--- config.mk ---
export PLATFORM = sky130hd
export DESIGN_NAME = bwn_layer_scheduler
export DESIGN_NICKNAME = d
export VERILOG_FILES = /design/src/rtl/bwn_layer_scheduler.sv
export SDC_FILE = /design/constraint.sdc
export NUM_CORES = 1
export LEC_CHECK = 0
export ABC_CLOCK_PERIOD_IN_PS = 2990
export CORE_MARGIN = 10
export CORE_UTILIZATION = 30
export CTS_CLUSTER_SIZE = 30
export DETAILED_ROUTE_END_ITERATION = 10
export GPL_TIMING_DRIVEN = 0
export PLACE_DENSITY = 0.54
export SLEW_MARGIN = 15
export SYNTH_ARGS = -nofsm -noshare
export SYNTH_HDL_FRONTEND = slang
export SYNTH_SLANG_ARGS = --single-unit
--- constraint.sdc ---
create_clock -name clk -period 2.99 [get_ports clk]
set_input_delay 0.4485 -clock clk [delete_from_list [all_inputs] [get_ports clk]]
set_output_delay 0.4485 -clock clk [all_outputs]
set_load 0.02 [all_outputs]
--- src/rtl/bwn_layer_scheduler.sv ---
// Layer sequencer for a 4-layer binary-weight network: loads a frame, then walks every
// neuron of every layer. Optional cycle counter enabled by define BWN_SCHED_CYCLE_CNT_EN.
module bwn_layer_scheduler #(
  parameter int unsigned CLASS_NUM1  = 120,
  parameter int unsigned CLASS_NUM2  = 80,
  parameter int unsigned CLASS_NUM3  = 40,
  parameter int unsigned CLASS_NUM4  = 3,
  parameter int unsigned INPUT_SIZE1 = 1274,
  parameter int unsigned INPUT_SIZE2 = 120,
  parameter int unsigned INPUT_SIZE3 = 80,
  parameter int unsigned INPUT_SIZE4 = 40,
  parameter int unsigned D_WL        = 16
) (
  input  logic                   clk,
  input  logic                   rst_n,
  input  logic                   in_valid,
  output logic                   busy,
  output logic                   buf_wr_en,
  output logic                   buf_wr_bank,
  output logic [10:0]            buf_wr_addr,
  output logic                   act_rd_bank,
  output logic [10:0]            act_rd_addr,
  output logic [17:0]            w_rd_addr,
  output logic                   mac_clr,
  output logic                   mac_en,
  output logic [1:0]             layer_sel,
  input  logic signed [D_WL-1:0] acc_in,
  output logic                   out_valid,
  output logic [1:0]             led,
  output logic [31:0]            frame_cycles
);

  localparam logic [2:0] IDLE  = 3'd0;
  localparam logic [2:0] LOAD  = 3'd1;
  localparam logic [2:0] CLR   = 3'd2;
  localparam logic [2:0] ACC   = 3'd3;
  localparam logic [2:0] DRAIN = 3'd4;
  localparam logic [2:0] WB    = 3'd5;
  localparam logic [2:0] DONE  = 3'd6;

  logic [2:0]             state_q, state_d;
  logic [10:0]            load_cnt_q, load_cnt_d;
  logic [10:0]            k_q, k_d;
  logic [10:0]            n_q, n_d;
  logic [1:0]             layer_q, layer_d;
  logic                   bank_q, bank_d;
  logic [17:0]            w_row_q, w_row_d;
  logic                   mac_en_q;
  logic signed [D_WL-1:0] max_q, max_d;
  logic [1:0]             best_q, best_d;
  logic [1:0]             led_q, led_d;
  logic [10:0]            in_size, class_num;
  logic                   last_k, last_n, take_max, start_compute;

  always_comb begin
    unique case (layer_q)
      2'd0: begin in_size = 11'(INPUT_SIZE1); class_num = 11'(CLASS_NUM1); end
      2'd1: begin in_size = 11'(INPUT_SIZE2); class_num = 11'(CLASS_NUM2); end
      2'd2: begin in_size = 11'(INPUT_SIZE3); class_num = 11'(CLASS_NUM3); end
      default: begin in_size = 11'(INPUT_SIZE4); class_num = 11'(CLASS_NUM4); end
    endcase
  end

  assign last_k   = (k_q == in_size - 11'd1);
  assign last_n   = (n_q == class_num - 11'd1);
  // Neuron 0 seeds the maximum; strict compare keeps the lowest index on ties.
  assign take_max = (n_q == 11'd0) || (acc_in > max_q);

  always_comb begin
    state_d       = state_q;
    load_cnt_d    = load_cnt_q;
    k_d           = k_q;
    n_d           = n_q;
    layer_d       = layer_q;
    bank_d        = bank_q;
    w_row_d       = w_row_q;
    max_d         = max_q;
    best_d        = best_q;
    led_d         = led_q;
    start_compute = 1'b0;
    case (state_q)
      IDLE: begin
        if (in_valid) begin
          load_cnt_d = 11'd1;
          if (INPUT_SIZE1 == 1) start_compute = 1'b1;
          else                  state_d       = LOAD;
        end
      end
      LOAD: begin
        if (in_valid) begin
          load_cnt_d = load_cnt_q + 11'd1;
          if (load_cnt_q == 11'(INPUT_SIZE1 - 1)) start_compute = 1'b1;
        end
      end
      CLR: begin
        k_d     = 11'd0;
        state_d = ACC;
      end
      ACC: begin
        k_d = k_q + 11'd1;
        if (last_k) state_d = DRAIN;
      end
      DRAIN: state_d = WB;
      WB: begin
        // Weights are packed row after row, so the next row base is also the next layer base.
        w_row_d = w_row_q + 18'(in_size);
        if (layer_q == 2'd3 && take_max) begin
          max_d  = acc_in;
          best_d = n_q[1:0];
        end
        if (!last_n) begin
          n_d     = n_q + 11'd1;
          state_d = CLR;
        end else if (layer_q == 2'd3) begin
          led_d   = take_max ? n_q[1:0] : best_q;
          state_d = DONE;
        end else begin
          layer_d = layer_q + 2'd1;
          bank_d  = ~bank_q;
          n_d     = 11'd0;
          state_d = CLR;
        end
      end
      DONE: begin
        layer_d = 2'd0;
        bank_d  = 1'b0;
        n_d     = 11'd0;
        state_d = IDLE;
      end
      default: state_d = IDLE;
    endcase
    if (start_compute) begin
      load_cnt_d = 11'd0;
      layer_d    = 2'd0;
      n_d        = 11'd0;
      bank_d     = 1'b0;
      w_row_d    = 18'd0;
      state_d    = CLR;
    end
  end

  always_ff @(posedge clk or negedge rst_n) begin
    if (!rst_n) begin
      state_q    <= IDLE;
      load_cnt_q <= '0;
      k_q        <= '0;
      n_q        <= '0;
      layer_q    <= '0;
      bank_q     <= 1'b0;
      w_row_q    <= '0;
      mac_en_q   <= 1'b0;
      max_q      <= '0;
      best_q     <= '0;
      led_q      <= '0;
    end else begin
      state_q    <= state_d;
      load_cnt_q <= load_cnt_d;
      k_q        <= k_d;
      n_q        <= n_d;
      layer_q    <= layer_d;
      bank_q     <= bank_d;
      w_row_q    <= w_row_d;
      mac_en_q   <= (state_q == ACC);
      max_q      <= max_d;
      best_q     <= best_d;
      led_q      <= led_d;
    end
  end

  assign busy        = (state_q != IDLE);
  assign buf_wr_en   = rst_n && ((((state_q == IDLE) || (state_q == LOAD)) && in_valid) ||
                                 (state_q == WB));
  assign buf_wr_bank = (state_q == WB) ? ~bank_q : 1'b0;
  assign buf_wr_addr = (state_q == WB) ? n_q :
                       ((state_q == IDLE) || (state_q == LOAD)) ? load_cnt_q : 11'd0;
  assign act_rd_bank = bank_q;
  assign act_rd_addr = (state_q == ACC) ? k_q : 11'd0;
  assign w_rd_addr   = (state_q == ACC) ? (w_row_q + 18'(k_q)) : 18'd0;
  assign mac_clr     = (state_q == CLR);
  assign mac_en      = mac_en_q;
  assign layer_sel   = layer_q;
  assign out_valid   = (state_q == DONE);
  assign led         = led_q;

`ifdef BWN_SCHED_CYCLE_CNT_EN
  logic [31:0] cyc_q;
  always_ff @(posedge clk or negedge rst_n) begin
    if (!rst_n)                                            cyc_q <= '0;
    else if (start_compute)                                cyc_q <= '0;
    else if (state_q inside {CLR, ACC, DRAIN, WB, DONE})   cyc_q <= cyc_q + 32'd1;
  end
  assign frame_cycles = cyc_q;
`else
  assign frame_cycles = 32'd0;
`endif

endmodule
==> insert_results.sql, run 1 <==
INSERT INTO impl_metrics (metric_group, metric, value, unit) VALUES
('outcome', 'outcome', 'finished, final reports clean', ''),
('placed_design', 'port_buffer_count', '69', ''),
('final_layout', 'nets', '845', ''),
('worst_setup_path', 'ws_path_type', 'reg2out', ''),
('floorplanning', 'die-width', '157', 'µm'),
('floorplanning', 'chipHeight', '157', 'µm'),
('cts', 'post_cts_hold_buffer_count', '0', ''),
('timing', 'finalWorstSetupSlack', '0.0599', 'ns'),
('synth', 'synthFlopType', 'sky130_fd_sc_hd__dfrtp_1', ''),
('timing', 'grt_setup_unrepaired', 'true', ''),
('route', 'dr.first_iter.drc_count', '237', ''),
('synth', 'synth_area_per_cell', '8.61', 'µm²'),
('route', 'antenna_violating_nets_remaining', '0', ''),
('global_route', 'grt_first_pass_wirelength', '25900', 'µm'),
('cts', 'clock-root-buffer', 'sky130_fd_sc_hd__clkbuf_16', ''),
('global_route', 'track_usage', '0.131', ''),
('placed_design', 'worst_setup_timing_slack_at_the_placement_stage', '-0.593', 'ns'),
('floorplanning', 'area_of_the_die', '24600', 'µm²'),
('global_route', 'vias_in_the_first_global_route', '4980', ''),
('floorplanning', 'floorplan.initialDensity', '0.303', ''),
('worst_setup_path', 'critPathRequiredTime', '2.54', 'ns'),
('global_route', 'grt_start_max_net_pins', '52', ''),
('min_path', 'hp-class', 'in2async', ''),
('worst_setup_path', 'rr_endpoint', 'w_row_q[14]', ''),
('placed_design', 'post_dp_cell_area', '6750', 'µm²'),
('route', 'drt_drc_violations_left', '0', ''),
('cts', 'clock_transition_time_at_the_flip_flop_clock_pins_of_the_worst_setup_and_hold_paths', '0.07', 'ns'),
('worst_setup_path', 'worstRegToRegCells', '11', ''),
('power', 'power.switching_fraction', '0.260', ''),
('timing', 'post-route-period-util', '0.980', ''),
('timing', 'finClkSkew', '0.0145', 'ns'),
('synth', 'yosys_warnings', '0', ''),
('worst_setup_path', 'critical_path_peak_fanout', '7', ''),
('timing', 'slew_viol_final', '0', ''),
('power', 'leakage_power', '3.41', 'nW'),
('cts', 'clk-insertion-delay-late', '0.36', 'ns'),
('timing', 'setup_viol', '0', ''),
('floorplanning', 'fp-row-count', '50', ''),
('route', 'drt_first_pass_iters', '5', ''),
('worst_setup_path', 'timing.critical_path.arrival', '2.48', 'ns'),
('floorplanning', 'coreArea', '18600', 'µm²'),
('synth', 'synth-seq-area-share', '0.343', ''),
('final_layout', 'multi_input_logic_area', '3450', 'µm²'),
('power', 'combinationalPowerShare', '0.104', ''),
('timing', 'max_slew.worst_pin.slew', '0.610', 'ns'),
('synth', 'synthCells', '653', ''),
('worst_setup_path', 'critPathCaptureType', 'output port', ''),
('power', 'p_switching', '636', 'µW'),
('global_route', 'grt_overflow', '0', ''),
('timing', 'hold-worst-slack', '0.0398', 'ns'),
('timing', 'number_of_hold_violations_in_the_final_report', '0', ''),
('synth', 'ys_async_sr_fraction', '1.00', ''),
('route', 'post_drt_wl_per_cell', '15.7', 'µm'),
('final_layout', 'post_route_cells_drive_above_1_share', '0.183', ''),
('final_layout', 'final-seq-area', '1940', 'µm²'),
('synth', 'synth_cell_type_count', '54', ''),
('timing', 'slew_headroom', '0.589', ''),
('cts', 'total_number_of_clock_tree_sinks', '77', ''),
('final_layout', 'final_util', '0.392', ''),
('power', 'power-per-cell-area', '335', 'nW/µm²'),
('power', 'internal-power', '1.81', 'mW'),
('final_layout', 'layout.filler_cells', '1882', ''),
('final_layout', 'n_antenna_cell', '0', ''),
('cts', 'cts_max_level', '3', ''),
('route', 'routed-via-count', '4984', ''),
('route', 'viasPerCell', '4.89', ''),
('route', 'wirelength', '16000', 'µm'),
('synth', 'synth.ff_latch_count', '77', ''),
('placed_design', 'post-dp-hpwl', '11900', 'µm'),
('cts', 'max-clock-path-buffers', '2', ''),
('cts', 'cts_buffers', '9', '');
[cells in the final DEF (no fill, tap or decap), drive strengths merged, types with 3 or more instances in the layout]
cell / count
mux2: 18
o211ai: 4
nor2: 55
or3: 14
xnor2: 19
dfrtp: 77
buf: 67
a31o: 3
nand2b: 6
conb: 33
o21bai: 4
clkdlybuf4s50: 50
nand3: 24
o22ai: 6
a31oi: 3
clkbuf: 29
a211oi: 5
o31ai: 5
nor2b: 7
a21o: 8
o21ai: 49
inv: 38
nor4: 5
ha: 45
nor3b: 3
dlymetal6s2s: 3
a21oi: 37
and3: 20
nand4: 14
dlygate4sd2: 4
xor2: 12
nor3: 14
mux2i: 12
nand2: 59
a22o: 10
[kinds of logic (layout without fill, tap and decap cells)]
| group | count (synthesis) | count (layout) | share of synthesized area |
|---|---|---|---|
| flip-flops | 77 | 77 | 0.343 |
| multiplexers | 30 | 30 | 0.0574 |
| AO/OA/AOI/OAI | 141 | 141 | 0.155 |
| XOR/XNOR | 31 | 31 | 0.0483 |
| AND/OR/NAND/NOR | 232 | 232 | 0.205 |
| adder cells (fa/ha/maj) | 46 | 46 | 0.104 |
| other | 2 | 33 | 0.00134 |
| buffers and inverters | 94 | 195 | 0.0870 |
[sequential cells by signal (all words and copies together) (netlist names)]
signal / flops
layer_sel: 2
state_q: 3
n_q: 11
w_row_q: 17
led: 2
load_cnt_q: 11
max_q: 16
mac_en: 1
k_q: 11
best_q: 2
act_rd_bank: 1
[metrics by stage]
| step | power, mW | cells | setup TNS (ns) |
|---|---|---|---|
| 6_report | 2.44 | 1019 | 0 |
| 5_1_grt | 2.55 | 1019 | -0.163 |
| 4_1_cts | 2.47 | 1010 | -0.0225 |
| 3_5_place_dp | 1.36 | 988 | -8.39 |
| 3_3_place_gp | 1.35 | 987 | -140.45 |
| 2_1_floorplan | 1.28 | 684 | 0 |
[power groups by stage]
stage | combinational, mW | clock, mW | sequential, mW
after floorplan | 0.173 | 0 | 1.10
after global placement | 0.247 | 0 | 1.11
after detailed placement | 0.254 | 0 | 1.11
after CTS | 0.255 | 1.12 | 1.09
after global routing | 0.291 | 1.17 | 1.09
final | 0.254 | 1.10 | 1.09
[layout make-up]
| type | count | area share |
|---|---|---|
| Buffer | 56 | 0.0493 |
| Clock buffer | 11 | 0.0347 |
| Clock inverter | 5 | 0.00567 |
| Inverter | 36 | 0.0186 |
| Multi-Input combinational cell | 513 | 0.474 |
| Sequential cell | 77 | 0.266 |
| Tap cell | 234 | 0.0402 |
| Timing Repair Buffer | 87 | 0.112 |
[cells in the mapped netlist, types with 19 or more instances]
master | number | area (µm²)
sky130_fd_sc_hd__dfrtp_1 | 77 | 1930
sky130_fd_sc_hd__nand2_1 | 59 | 221
sky130_fd_sc_hd__xnor2_1 | 19 | 166
sky130_fd_sc_hd__o21ai_0 | 46 | 230
sky130_fd_sc_hd__clkbuf_1 | 20 | 75.1
sky130_fd_sc_hd__and3_1 | 20 | 125
sky130_fd_sc_hd__ha_1 | 45 | 563
sky130_fd_sc_hd__a21oi_1 | 36 | 180
sky130_fd_sc_hd__nor2_1 | 55 | 206
sky130_fd_sc_hd__buf_4 | 33 | 248
sky130_fd_sc_hd__nand3_1 | 22 | 110
sky130_fd_sc_hd__inv_1 | 36 | 135
[critical path: stages, from the launching register on]
cell and delay, ns:
sky130_fd_sc_hd__dfrtp_1 0.43, sky130_fd_sc_hd__ha_4 0.30, sky130_fd_sc_hd__a21o_1 0.16, sky130_fd_sc_hd__a21oi_2 0.07
sky130_fd_sc_hd__o21ai_1 0.13, sky130_fd_sc_hd__o311a_1 0.26, sky130_fd_sc_hd__a31oi_4 0.14, sky130_fd_sc_hd__or3_1 0.35
sky130_fd_sc_hd__a21oi_2 0.14, sky130_fd_sc_hd__buf_4 0.16
[routing by layer]
| metal | part of all wire | GRT usage | wire length [µm] |
|---|---|---|---|
| met2 | 0.46 | 0.211 | 7290 |
| met3 | 0.048 | 0.0273 | 770 |
| met5 | 0 | 0 | 0 |
| met4 | 0.026 | 0.0499 | 409 |
| met1 | 0.47 | 0.169 | 7510 |
[how the worst max path moves through the flow]
stage                          start            end  slack, ns  cells after the start
after floorplan               k_q[1]  w_rd_addr[12]       0.25                      9
after detailed placement      k_q[1]  w_rd_addr[14]      -0.59                     10
final                     w_row_q[2]  w_rd_addr[15]       0.06                      9
after CTS                     k_q[1]  w_rd_addr[14]      -0.02                     10
after global routing      w_row_q[1]  w_rd_addr[14]      -0.07                     10
after global placement         rst_n      buf_wr_en      -2.26                      3
[timing repair]
action | in CTS | in global routing
setup buffers | 7 | 10
pin swaps | 4 | 11
gates resized for setup | 81 | 29
endpoints found under the setup margin | 41 | 36
(Power assumes the default switching activity.)
==> run 2: changes to the inputs <==
Settings changed: PLACE_DENSITY 0.54 to 0.51.
==> run 2 against run 1 <==
- critical path depth unchanged
- register-to-register slack improved by 0.04 ns
- first-iteration DRC count grew 24%
- global-route usage about the same
- flip-flop and latch count unchanged
- design area up 0.29%
- sequential share of layout area decreased by 0.11 points
- clock skew down 0.0038 ns
==> insert_results.sql, run 2 (synthesized netlist as in run 1, its figures left out) <==
INSERT INTO impl_metrics (metric_group, metric, value, unit) VALUES
('outcome', 'outcome', 'finished, final reports clean', ''),
('route', 'routed-via-count', '4897', ''),
('route', 'post_drt_wl_per_cell', '15.8', 'µm'),
('timing', 'finClkSkew', '0.0106', 'ns'),
('cts', 'max-clock-path-buffers', '2', ''),
('floorplanning', 'die-width', '157', 'µm'),
('power', 'combinationalPowerShare', '0.104', ''),
('worst_setup_path', 'cpMaxStageDelayCell', 'sky130_fd_sc_hd__dfrtp_1', ''),
('power', 'power.switching_fraction', '0.258', ''),
('final_layout', 'largest_register', 'w_row_q', ''),
('timing', 'slew_viol_final', '0', ''),
('placed_design', 'worst_setup_timing_slack_at_the_placement_stage', '-0.650', 'ns'),
('global_route', 'vias_in_the_first_global_route', '4769', ''),
('worst_setup_path', 'cp_num_buf_inv', '1', ''),
('final_layout', 'most_used_cells_in_the_layout_excluding_fill_and_tap_cells', 'sky130_fd_sc_hd__dfrtp_1, sky130_fd_sc_hd__nand2_1, sky130_fd_sc_hd__nor2_1', ''),
('route', 'antenna_violating_nets_remaining', '0', ''),
('final_layout', 'post-route-cell-area', '7300', 'µm²'),
('timing', 'setup_total_negative_slack', '0', 'ns'),
('floorplanning', 'floorplan.initialDensity', '0.303', ''),
('placed_design', 'dpl.cell_count', '988', ''),
('placed_design', 'gp_congestion', '0.844', ''),
('final_layout', 'n_antenna_cell', '0', ''),
('power', 'power-per-cell-area', '333', 'nW/µm²'),
('power', 'leakage_power', '3.39', 'nW'),
('floorplanning', 'area_of_the_die', '24600', 'µm²'),
('final_layout', 'syn2layout_area_growth', '29.9', '%'),
('worst_setup_path', 'critPathCaptureType', 'output port', ''),
('worst_setup_path', 'timing.critical_path.arrival', '2.52', 'ns'),
('timing', 'post-route-period-util', '0.994', ''),
('floorplanning', 'top_level_ports', '102', ''),
('worst_setup_path', 'critPathRequiredTime', '2.54', 'ns'),
('cts', 'total_number_of_clock_tree_sinks', '77', ''),
('timing', 'timing.final.crit_period', '2.97', 'ns'),
('worst_setup_path', 'ws_path_type', 'reg2out', ''),
('timing', 'setup_viol', '0', ''),
('route', 'drt_first_pass_iters', '4', ''),
('timing', 'finalWorstSetupSlack', '0.0179', 'ns'),
('final_layout', 'max_ffs_per_register', '17', ''),
('cts', 'tritoncts', 'built', ''),
('placed_design', 'post_dp_cell_area', '6750', 'µm²'),
('route', 'drt_drc_violations_left', '0', ''),
('timing', 'hold-worst-slack', '0.0740', 'ns'),
('worst_setup_path', 'cp-start-kind', 'register', ''),
('power', 'internal-power', '1.81', 'mW'),
('worst_setup_path', 'max_stage_delay', '0.43', 'ns'),
('final_layout', 'post_route_cells_drive_above_1_share', '0.181', ''),
('floorplanning', 'chipHeight', '157', 'µm'),
('route', 'dr.first_iter.drc_count', '294', ''),
('final_layout', 'nets', '844', ''),
('power', 'vdd_ir_drop_max', '0.252', 'mV'),
('worst_setup_path', 'critical_path_peak_fanout', '7', ''),
('final_layout', 'layoutNonFillerInstCount', '1018', ''),
('worst_setup_path', 'largest_delay_contributor_family_on_the_critical_path', 'compound AO/OA/AOI/OAI gates', ''),
('final_layout', 'top_regs', 'w_row_q (17), max_q (16)', ''),
('job', 'maxCapViolations', '0', ''),
('global_route', 'grt_overflow', '0', ''),
('route', 'viasPerCell', '4.81', ''),
('timing', 'max_freq', '336', 'MHz'),
('global_route', 'grt_antenna_before_repair', '0', ''),
('floorplanning', 'fp-row-count', '50', ''),
('min_path', 'hp-class', 'in2async', ''),
('cts', 'clock-root-buffer', 'sky130_fd_sc_hd__clkbuf_16', ''),
('cts', 'clk-insertion-delay-late', '0.35', 'ns'),
('timing', 'max_slew.worst_pin.slew', '0.591', 'ns'),
('global_route', 'grt_first_pass_wirelength', '25900', 'µm'),
('timing', 'number_of_hold_violations_in_the_final_report', '0', ''),
('floorplanning', 'coreArea', '18600', 'µm²'),
('timing', 'slew_headroom', '0.606', ''),
('power', 'p_switching', '629', 'µW'),
('cts', 'clock_transition_time_at_the_flip_flop_clock_pins_of_the_worst_setup_and_hold_paths', '0.06', 'ns'),
('final_layout', 'final-seq-area', '1930', 'µm²'),
('route', 'wirelength', '16000', 'µm'),
('global_route', 'grt_start_max_net_pins', '45', ''),
('placed_design', 'port_buffer_count', '69', ''),
('power', 'sequentialPowerShare', '0.447', ''),
('cts', 'cts_max_level', '3', ''),
('timing', 'grt_setup_unrepaired', 'true', ''),
('power', 'pwr-share-clk', '0.449', ''),
('final_layout', 'commonest_non_fill_non_tap_cell_in_the_layout', 'sky130_fd_sc_hd__dfrtp_1', ''),
('worst_setup_path', 'crit_path_cell_trace', 'ha_4, a21o_1, a21oi_2, o21ai_1, o311a_1, a31oi_4, or3_4, a21oi_4, buf_6', ''),
('placed_design', 'post-dp-hpwl', '12100', 'µm'),
('global_route', 'track_usage', '0.132', ''),
('cts', 'cts_buffers', '9', ''),
('final_layout', 'layout.filler_cells', '1864', ''),
('final_layout', 'multi_input_logic_area', '3480', 'µm²');
run 2: metrics by stage:
stage | total power, mW | util
final | 2.43 | 0.393
after global routing | 2.56 | 0.393
after CTS | 2.47 | 0.385
after detailed placement | 1.36 | 0.363
after global placement | 1.35 | 0.362
after floorplan | 1.28 | -
run 2: cell type report:
class | count | share of cell area
Inverter | 36 | 0.0185
Timing Repair Buffer | 85 | 0.111
Sequential cell | 77 | 0.265
Clock buffer | 11 | 0.0346
Buffer | 57 | 0.0497
Tap cell | 234 | 0.0401
Multi-Input combinational cell | 513 | 0.476
Clock inverter | 5 | 0.00566
run 2: timing repair:
item | in CTS | in global routing
buffers inserted | 8 | 7
setup endpoints to repair | 41 | 38
endpoints found under the hold margin | 0 | 0
pin swaps | 4 | 11
hold buffers | 0 | 0
resized for setup | 78 | 31
run 2: path summary, 6_finish.rpt:
path | startpoint | endpoint | slack (ns) | cells after the start
min in group clk | max_q[14] | max_q[14] | 0.49 | 1
setup / recovery | w_row_q[2] | w_rd_addr[17] | 0.02 | 9
max in group asynchronous | rst_n | w_row_q[8] | 2.31 | 2
setup reg to reg | layer_sel[0] | w_row_q[14] | 0.26 | 11
hold / removal | rst_n | k_q[9] | 0.07 | 1
hold reg to reg | max_q[14] | max_q[14] | 0.49 | 1
run 2: power by group through the flow:
stage	logic [mW]	clock network (mW)	registers (mW)
2_1_floorplan	0.173	0	1.10
3_3_place_gp	0.248	0	1.11
3_5_place_dp	0.254	0	1.11
4_1_cts	0.255	1.13	1.09
5_1_grt	0.290	1.18	1.09
6_report	0.253	1.09	1.09
run 2: worst reg2reg max path, stage by stage (launching register included):
cell                       delay (ns)
sky130_fd_sc_hd__dfrtp_2         0.48
sky130_fd_sc_hd__inv_1           0.17
sky130_fd_sc_hd__ha_1            0.23
sky130_fd_sc_hd__inv_1           0.09
sky130_fd_sc_hd__ha_1            0.32
sky130_fd_sc_hd__a31o_2          0.27
sky130_fd_sc_hd__a21o_1          0.20
sky130_fd_sc_hd__a211oi_2        0.25
sky130_fd_sc_hd__o21ba_2         0.20
sky130_fd_sc_hd__nor2_1          0.05
sky130_fd_sc_hd__o211ai_1        0.18
sky130_fd_sc_hd__mux2i_1         0.21
run 2: routing by layer:
layer | track usage | wire length (µm)
met3 | 0.0289 | 701
met4 | 0.0396 | 195
met1 | 0.172 | 7810
met2 | 0.212 | 7340
met5 | 0 | 0
